File: config.mk
export PLATFORM = sky130hd
export DESIGN_NAME = pixel_frame_loader
export DESIGN_NICKNAME = d
export VERILOG_FILES = /design/src/rtl/pixel_pkg.sv /design/src/rtl/pixel_frame_ram.sv /design/src/rtl/pixel_frame_loader.sv
export SDC_FILE = /design/constraint.sdc
export NUM_CORES = 1
export LEC_CHECK = 0
export BUFFER_PORTS_ARGS = -buffer_cell sky130_fd_sc_hd__clkbuf_2
export CAP_MARGIN = 20
export CORE_MARGIN = 4
export CORE_UTILIZATION = 45
export CTS_CLUSTER_SIZE = 30
export DETAILED_ROUTE_END_ITERATION = 7
export PLACE_DENSITY = 0.71
export SLEW_MARGIN = 15
export SYNTH_ARGS = -nofsm -noshare
export SYNTH_HDL_FRONTEND = slang
export SYNTH_SLANG_ARGS = --single-unit
File: constraint.sdc
create_clock -name CLK -period 2.6 [get_ports CLK]
set_input_delay 0.39 -clock CLK [delete_from_list [all_inputs] [get_ports CLK]]
set_output_delay 0.39 -clock CLK [all_outputs]
set_load 0.005 [all_outputs]
File: src/rtl/pixel_pkg.sv
// Shared constants and FSM encoding for the UART-to-NeoPixel frame loader.
package pixel_pkg;

    localparam int         DEF_NUM_PIXELS = 10;
    localparam int         DEF_IDX_W      = 4;
    localparam logic [7:0] DEF_SYNC_BYTE  = 8'hA5;

    // Byte lanes within a pixel, in wire order
    localparam logic [1:0] COL_R = 2'd0;
    localparam logic [1:0] COL_G = 2'd1;
    localparam logic [1:0] COL_B = 2'd2;

    typedef enum logic [1:0] {
        ST_HUNT = 2'd0,
        ST_R    = 2'd1,
        ST_G    = 2'd2,
        ST_B    = 2'd3
    } state_t;

endpackage

File: src/rtl/pixel_frame_ram.sv
// Two-bank RGB frame store: byte-lane write port and one registered 24-bit read port.
module pixel_frame_ram
    import pixel_pkg::*;
#(
    parameter int NUM_PIXELS = DEF_NUM_PIXELS,
    parameter int IDX_W      = DEF_IDX_W
) (
    input  logic             CLK,
    input  logic             wr_en,
    input  logic             wr_bank,
    input  logic [IDX_W-1:0] wr_idx,
    input  logic [1:0]       wr_lane,
    input  logic [7:0]       wr_data,
    input  logic             rd_bank,
    input  logic [IDX_W-1:0] rd_idx,
    output logic [23:0]      rd_data
);

    localparam int DEPTH = 2 * NUM_PIXELS;
    localparam int AW    = IDX_W + 1;

    logic [7:0] mem_r [DEPTH];
    logic [7:0] mem_g [DEPTH];
    logic [7:0] mem_b [DEPTH];

    logic [AW-1:0] wr_a;
    logic [AW-1:0] rd_a;

    // Bank 1 occupies the upper NUM_PIXELS entries
    function automatic logic [AW-1:0] addr_of(input logic bank, input logic [IDX_W-1:0] idx);
        return (bank ? AW'(NUM_PIXELS) : '0) + AW'(idx);
    endfunction

    assign wr_a = addr_of(wr_bank, wr_idx);
    assign rd_a = ({1'b0, rd_idx} < AW'(NUM_PIXELS)) ? addr_of(rd_bank, rd_idx) : '0;

    always_ff @(posedge CLK) begin
        if (wr_en) begin
            case (wr_lane)
                COL_R:   mem_r[wr_a] <= wr_data;
                COL_G:   mem_g[wr_a] <= wr_data;
                COL_B:   mem_b[wr_a] <= wr_data;
                default: ;
            endcase
        end
    end

    always_ff @(posedge CLK) begin
        rd_data <= {mem_r[rd_a], mem_g[rd_a], mem_b[rd_a]};
    end

endmodule

File: src/rtl/pixel_frame_loader.sv
// Parses SYNC + RGB triplets from the UART byte stream into a double-buffered
// frame store and publishes a frame to the sequencer only once it is complete.
module pixel_frame_loader
    import pixel_pkg::*;
#(
    parameter int         NUM_PIXELS     = DEF_NUM_PIXELS,
    parameter int         IDX_W          = DEF_IDX_W,
    parameter logic [7:0] SYNC_BYTE      = DEF_SYNC_BYTE,
    parameter int         TIMEOUT_CYCLES = 1200000,
    parameter int         TO_W           = 21
) (
    input  logic             CLK,
    input  logic             RST,
    input  logic [7:0]       i_rx_byte,
    input  logic             i_rx_valid,
    input  logic [IDX_W-1:0] i_rd_idx,
    output logic [7:0]       o_rd_r,
    output logic [7:0]       o_rd_g,
    output logic [7:0]       o_rd_b,
    input  logic             i_frame_done,
    output logic             o_frame_pending,
    output logic             o_frame_err,
    output logic             o_overrun
);

    state_t           state;
    state_t           state_nxt;
    logic             wr_bank;
    logic             pending;
    logic [IDX_W-1:0] pix_idx;
    logic [TO_W-1:0]  to_cnt;
    logic             rd_ok;
    logic [23:0]      ram_q;

    logic             in_frame;
    logic             last_pix;
    logic             to_expire;
    logic             start_frame;
    logic             frame_complete;
    logic             swap;
    logic             ram_we;
    logic [1:0]       ram_lane;

    assign in_frame       = (state != ST_HUNT);
    assign last_pix       = (pix_idx == IDX_W'(NUM_PIXELS - 1));
    // A byte arriving in the expiry cycle wins over the timeout
    assign to_expire      = in_frame && !i_rx_valid && (to_cnt == TO_W'(TIMEOUT_CYCLES - 1));
    assign start_frame    = (state == ST_HUNT) && i_rx_valid && !pending && (i_rx_byte == SYNC_BYTE);
    assign frame_complete = (state == ST_B) && i_rx_valid && last_pix;
    assign swap           = i_frame_done && pending;

    always_ff @(posedge CLK) begin
        if (RST) state <= ST_HUNT;
        else     state <= state_nxt;
    end

    always_comb begin
        state_nxt = state;
        case (state)
            ST_HUNT: if (start_frame) state_nxt = ST_R;
            ST_R: begin
                if (i_rx_valid)     state_nxt = ST_G;
                else if (to_expire) state_nxt = ST_HUNT;
            end
            ST_G: begin
                if (i_rx_valid)     state_nxt = ST_B;
                else if (to_expire) state_nxt = ST_HUNT;
            end
            ST_B: begin
                if (i_rx_valid)     state_nxt = last_pix ? ST_HUNT : ST_R;
                else if (to_expire) state_nxt = ST_HUNT;
            end
            default: state_nxt = ST_HUNT;
        endcase
    end

    always_comb begin
        ram_we   = 1'b0;
        ram_lane = COL_R;
        case (state)
            ST_R: begin ram_we = i_rx_valid; ram_lane = COL_R; end
            ST_G: begin ram_we = i_rx_valid; ram_lane = COL_G; end
            ST_B: begin ram_we = i_rx_valid; ram_lane = COL_B; end
            default: ;
        endcase
    end

    always_ff @(posedge CLK) begin
        if (RST) begin
            pix_idx         <= '0;
            to_cnt          <= '0;
            pending         <= 1'b0;
            wr_bank         <= 1'b0;
            o_frame_err     <= 1'b0;
            o_overrun       <= 1'b0;
            rd_ok           <= 1'b0;
        end else begin
            if (start_frame)
                pix_idx <= '0;
            else if ((state == ST_B) && i_rx_valid)
                pix_idx <= pix_idx + 1'b1;

            if (!in_frame || i_rx_valid || to_expire) to_cnt <= '0;
            else                                      to_cnt <= to_cnt + 1'b1;

            // Completion and swap cannot coincide: completion implies pending was 0
            if (frame_complete) pending <= 1'b1;
            else if (swap)      pending <= 1'b0;

            if (swap) wr_bank <= ~wr_bank;

            o_frame_err <= to_expire;
            o_overrun   <= i_rx_valid && pending;
            rd_ok       <= ({1'b0, i_rd_idx} < (IDX_W + 1)'(NUM_PIXELS));
        end
    end

    assign o_frame_pending = pending;
    assign {o_rd_r, o_rd_g, o_rd_b} = rd_ok ? ram_q : 24'd0;

    pixel_frame_ram #(
        .NUM_PIXELS (NUM_PIXELS),
        .IDX_W      (IDX_W)
    ) u_ram (
        .CLK     (CLK),
        .wr_en   (ram_we),
        .wr_bank (wr_bank),
        .wr_idx  (pix_idx),
        .wr_lane (ram_lane),
        .wr_data (i_rx_byte),
        .rd_bank (~wr_bank),
        .rd_idx  (i_rd_idx),
        .rd_data (ram_q)
    );

endmodule

==> metrics list <==
- Result of the run: completed
- The worst register-to-register path ends at u_ram.mem_g[17][6].
* Worst path max stage delay: 0.38 ns
* Count of yosys warnings during synthesis: 0
- After technology mapping, the gate count stands at 1525.
- Post-route clock skew: 0.0298 ns
* Timing-limited maximum frequency: 407 MHz
* Boundary Pins: 43
* Relative slew slack: 43.7%
- Global routing used 20.8% of the available tracks.
- Post-synthesis share of cell area spent on and, or, nand and nor gates: 11.3%
* CTS tree: done
* Filler cells: 3936
- The worst setup path is captured at a register.
- Across the VDD grid, the largest voltage drop is 0.000498 V.
* Buffering stage count on the worst path with inverters included: 2
- Once layout is complete, the cells apart from fillers number 2344.
* RSZ-0062 raised after global routing: true
- Routability cong.: 0.852
- Detailed-route vias per instance: 5.83
- Category of the worst setup path launch point: register
- Clock edge transition at the registers on the reported setup and hold paths: 0.06 ns
- Core Rows: 81
- Summing the areas of all compound-gate instances in the mapped netlist gives 6.84% of the synthesized area.
* Period Utilization, post-route: 94.5%
- The synthesized netlist contains 55 unique library cells.
* EDFF count, synth: 480
- Detailed routing inserted a total of 13668 vias.
- Setup TNS Final: 0 ns
* Tightest Hold Check Type: input pin to register
* Number of antenna violations at the first check in global routing: 3
- Before CTS, the worst setup slack after placement is 0.123 ns.
- Across all register-to-register paths, the minimum setup slack is 0.14 ns.
- Final number of setup-violating endpoints: 0
* Hold-critical path depth: 2
- Adder-cell area share of the yosys netlist: 0.506%
- Combined area of all synthesized cells: 22200 µm²
- Core footprint: 48800 µm²
- Xor and xnor area share after synthesis: 0.945%
- Of the post-synthesis cell area, the part taken by muxes is 8.02%.
- Maximum number of pins on one net before global-route repair: 61
- Via count of the first global-routing pass: 13553
- Buffers inserted during clock tree synthesis total 52.
- When the netlist entered floorplanning its net count stood at 1550.
- Number of nets with antenna violations after detailed routing: 0
- Sequential element share of the synthesized area: 69.9%
- In this run the static leakage power is 0.00870 µW.
- The HPWL after detailed placement is 34.4 mm.
- Vertical die dimension: 230 µm
- Post-Synthesis Mean Instance Area: 14.6 µm²
* Mean routed wirelength per cell: 23.7 µm
- After the first detailed-routing iteration, the DRC count stood at 1752.
* Data arrival time at the worst-slack endpoint: 2.76 ns
- Dominant combinational cell family by area after synthesis: simple AND/OR/NAND/NOR gates
* Worst hold margin: 0.129 ns
- Area of all placed cells without fillers: 25700 µm²
- Post-CTS repair changed the size of 0 cells.
- Cell with the largest stage delay on the worst path: sky130_fd_sc_hd__or2_2
- Post-CTS Hold Buffers: 0
* Top cells by area in the synthesized netlist: sky130_fd_sc_hd__edfxtp_1, sky130_fd_sc_hd__dfxtp_1, sky130_fd_sc_hd__mux2i_1
- Area share of the largest cell type after synthesis: 64.8%
* Die width: 230 µm
* Max-cap viol count: 0
- First-pass GRT wire length: 83.8 mm
* WS Path Type: register to register
- Cell area power density: 721 nW/µm²
- H-tree levels: 2
- Cells with a size suffix above 1 make up 18.6% of the layout.
* Area growth from synthesis to layout: 15.4%
- Launch point of the worst reg-to-reg path: pix_idx[1]
* Placed instance count: 2245
* Area enclosed by the die boundary: 53000 µm²
- Global routing finished with a remaining overflow of 0.
- Register bit total from synthesis: 536
* Buffer levels on the longest clock path: 3
- Area taken by flip-flops and latches: 15500 µm²
- The signal on the critical path passes through ha_1, ha_1, nor2_1, a2bb2oi_1, or2_2, buf_4, or2_2, nor2_1, buf_4.
* Most used DFF post-synth: sky130_fd_sc_hd__edfxtp_1
* Clock root cell: sky130_fd_sc_hd__clkbuf_16
* Post-synthesis cell type with the largest combined area: sky130_fd_sc_hd__edfxtp_1
- The number of pins with negative max-slew slack in the final report is 0.
* Length in cells of the worst reg-to-reg path: 9
- Minimum clock period after layout: 2.46 ns
* Worst hold path endpoint: rd_ok
- Setup slack closes at 0.143 ns.
* Total area of multi-input combinational cells: 6190 µm²
- DRC violation count after routing: 0
- Broken down by cell family, the worst path's largest delay share belongs to simple AND/OR/NAND/NOR gates.
- In this run the worst path has a maximum fanout of 8.
* Number of detailed-route iterations in the first pass: 6
- Clk Latency, worst-skew pair: 0.60 ns
* DRT Wirelength: 55.6 mm
- The final count of hold timing violations is 0.
- After detailed placement, the total cell area comes to 23900 µm².
- Once the floorplan was initialized, standard cells occupied 45.5% of the core.
- Final Net Count: 1660
- Clk sink count: 536
* Source of the worst hold timing path: RST
* Transition time of the tightest slew-check pin: 0.845 ns
- Buffers added to address setup during post-CTS repair amount to 0.
- Synth async-reset ratio: 0%
* Data required time at the worst endpoint: 2.90 ns
- Buffers placed on the I/O ports in this run total 42.
==> cell usage in the layout (no fill, tap or decap), types with 12 or more instances in the layout <==
| cell | n |
|---|---|
| sky130_fd_sc_hd__buf_12 | 12 |
| sky130_fd_sc_hd__nand2_1 | 43 |
| sky130_fd_sc_hd__a31oi_1 | 26 |
| sky130_fd_sc_hd__o221ai_1 | 24 |
| sky130_fd_sc_hd__mux4_2 | 24 |
| sky130_fd_sc_hd__and2_1 | 26 |
| sky130_fd_sc_hd__nor4_1 | 26 |
| sky130_fd_sc_hd__o21ai_0 | 24 |
| sky130_fd_sc_hd__o311a_1 | 23 |
| sky130_fd_sc_hd__nor2b_1 | 27 |
| sky130_fd_sc_hd__nand2b_1 | 27 |
| sky130_fd_sc_hd__nor2_1 | 188 |
| sky130_fd_sc_hd__dfxtp_1 | 56 |
| sky130_fd_sc_hd__nor4b_1 | 48 |
| sky130_fd_sc_hd__a21oi_1 | 52 |
| sky130_fd_sc_hd__mux2_2 | 25 |
| sky130_fd_sc_hd__buf_4 | 112 |
| sky130_fd_sc_hd__nor3_1 | 51 |
| sky130_fd_sc_hd__a221o_1 | 23 |
| sky130_fd_sc_hd__edfxtp_1 | 480 |
| sky130_fd_sc_hd__mux2i_1 | 96 |
| sky130_fd_sc_hd__clkbuf_2 | 41 |
| sky130_fd_sc_hd__xnor2_1 | 14 |
| sky130_fd_sc_hd__clkbuf_16 | 56 |
| sky130_fd_sc_hd__a21o_1 | 23 |
| sky130_fd_sc_hd__clkbuf_1 | 16 |
==> cell usage after synthesis (2+ instances only) <==
cell type and instances:
sky130_fd_sc_hd__a211oi_1 3, sky130_fd_sc_hd__a21o_1 23, sky130_fd_sc_hd__a21oi_1 52, sky130_fd_sc_hd__a221o_1 23, sky130_fd_sc_hd__a31oi_1 26, sky130_fd_sc_hd__and2_1 26
sky130_fd_sc_hd__and3_1 4, sky130_fd_sc_hd__and4_1 2, sky130_fd_sc_hd__buf_2 47, sky130_fd_sc_hd__buf_4 5, sky130_fd_sc_hd__buf_6 6, sky130_fd_sc_hd__clkbuf_1 51
sky130_fd_sc_hd__dfxtp_1 56, sky130_fd_sc_hd__edfxtp_1 480, sky130_fd_sc_hd__ha_1 9, sky130_fd_sc_hd__inv_1 8, sky130_fd_sc_hd__mux2_2 25, sky130_fd_sc_hd__mux2i_1 96
sky130_fd_sc_hd__mux4_2 24, sky130_fd_sc_hd__nand2_1 43, sky130_fd_sc_hd__nand2b_1 27, sky130_fd_sc_hd__nand3_1 10, sky130_fd_sc_hd__nand3b_1 2, sky130_fd_sc_hd__nand4_1 6
sky130_fd_sc_hd__nor2_1 188, sky130_fd_sc_hd__nor2b_1 27, sky130_fd_sc_hd__nor3_1 54, sky130_fd_sc_hd__nor3b_1 2, sky130_fd_sc_hd__nor4_1 28, sky130_fd_sc_hd__nor4b_1 48
sky130_fd_sc_hd__nor4bb_1 2, sky130_fd_sc_hd__o21ai_0 24, sky130_fd_sc_hd__o221ai_1 24, sky130_fd_sc_hd__o311a_1 23, sky130_fd_sc_hd__or2_2 7, sky130_fd_sc_hd__or3_1 3
sky130_fd_sc_hd__xnor2_1 14, sky130_fd_sc_hd__xor2_1 10
==> report_power, final <==
part / total, µW / switching (µW) / internal, µW / leakage, µW
clock network: 7740 / 3150 / 4600 / 0.000867
registers: 9500 / 55.7 / 9440 / 0.00477
logic: 1280 / 810 / 468 / 0.00306
total: 18500 / 4010 / 14500 / 0.00870
==> kinds of logic after synthesis <==
logic type,after synthesis
simple gates,483
fa+ha+maj,9
buf+inv,118
compound gates,210
xor+xnor,24
flops,536
mux,145
==> worst max path at each step <==
stage                                    end  cells past startpoint  slack, ns         from
after floorplan            u_ram.mem_b[4][0]                      6       -0.1   pix_idx[1]
after global placement     u_ram.rd_data[22]                      8       0.06  i_rd_idx[1]
after detailed placement   u_ram.mem_r[4][2]                      7       0.12   pix_idx[1]
after CTS                 u_ram.mem_r[16][3]                      8        0.1   pix_idx[1]
after global routing      u_ram.mem_b[17][6]                      9      -0.01   pix_idx[1]
final                     u_ram.mem_g[17][6]                      9       0.14   pix_idx[1]
==> layout make-up <==
class,count,area share [%]
Multi-Input combinational cell,871,24.1
Timing Repair Buffer,166,5.07
Inverter,8,0.117
Sequential cell,536,60.5
Antenna cell,1,0.00975
Tap cell,664,3.24
Clock inverter,20,0.902
Clock buffer,78,6.02
==> sequential cells by signal, summed over array words and instances, names as in the netlist <==
name,count
o_frame_err,1
o_frame_pending,1
o_overrun,1
pix_idx,4
rd_ok,1
state,2
to_cnt,21
u_ram.mem_b,160
u_ram.mem_g,160
u_ram.mem_r,160
u_ram.rd_data,24
wr_bank,1
==> per-stage QoR <==
step           utilization (%)  power (µW)
6_report                  52.5       18500
5_1_grt                   52.5       19100
4_1_cts                   52.5       18600
3_5_place_dp              48.9       10900
3_3_place_gp              48.9       10900
2_1_floorplan                -       10400
==> metal layers <==
metal	vias to the layer above	wire length (µm)	GRT usage, %
met5	-	34	0
met2	656	26100	32.8
met1	6817	22600	28.2
met3	97	5200	5.60
li1	6094	-	-
met4	4	1660	6.77
Note: power is estimated with default switching activity, not from simulation.
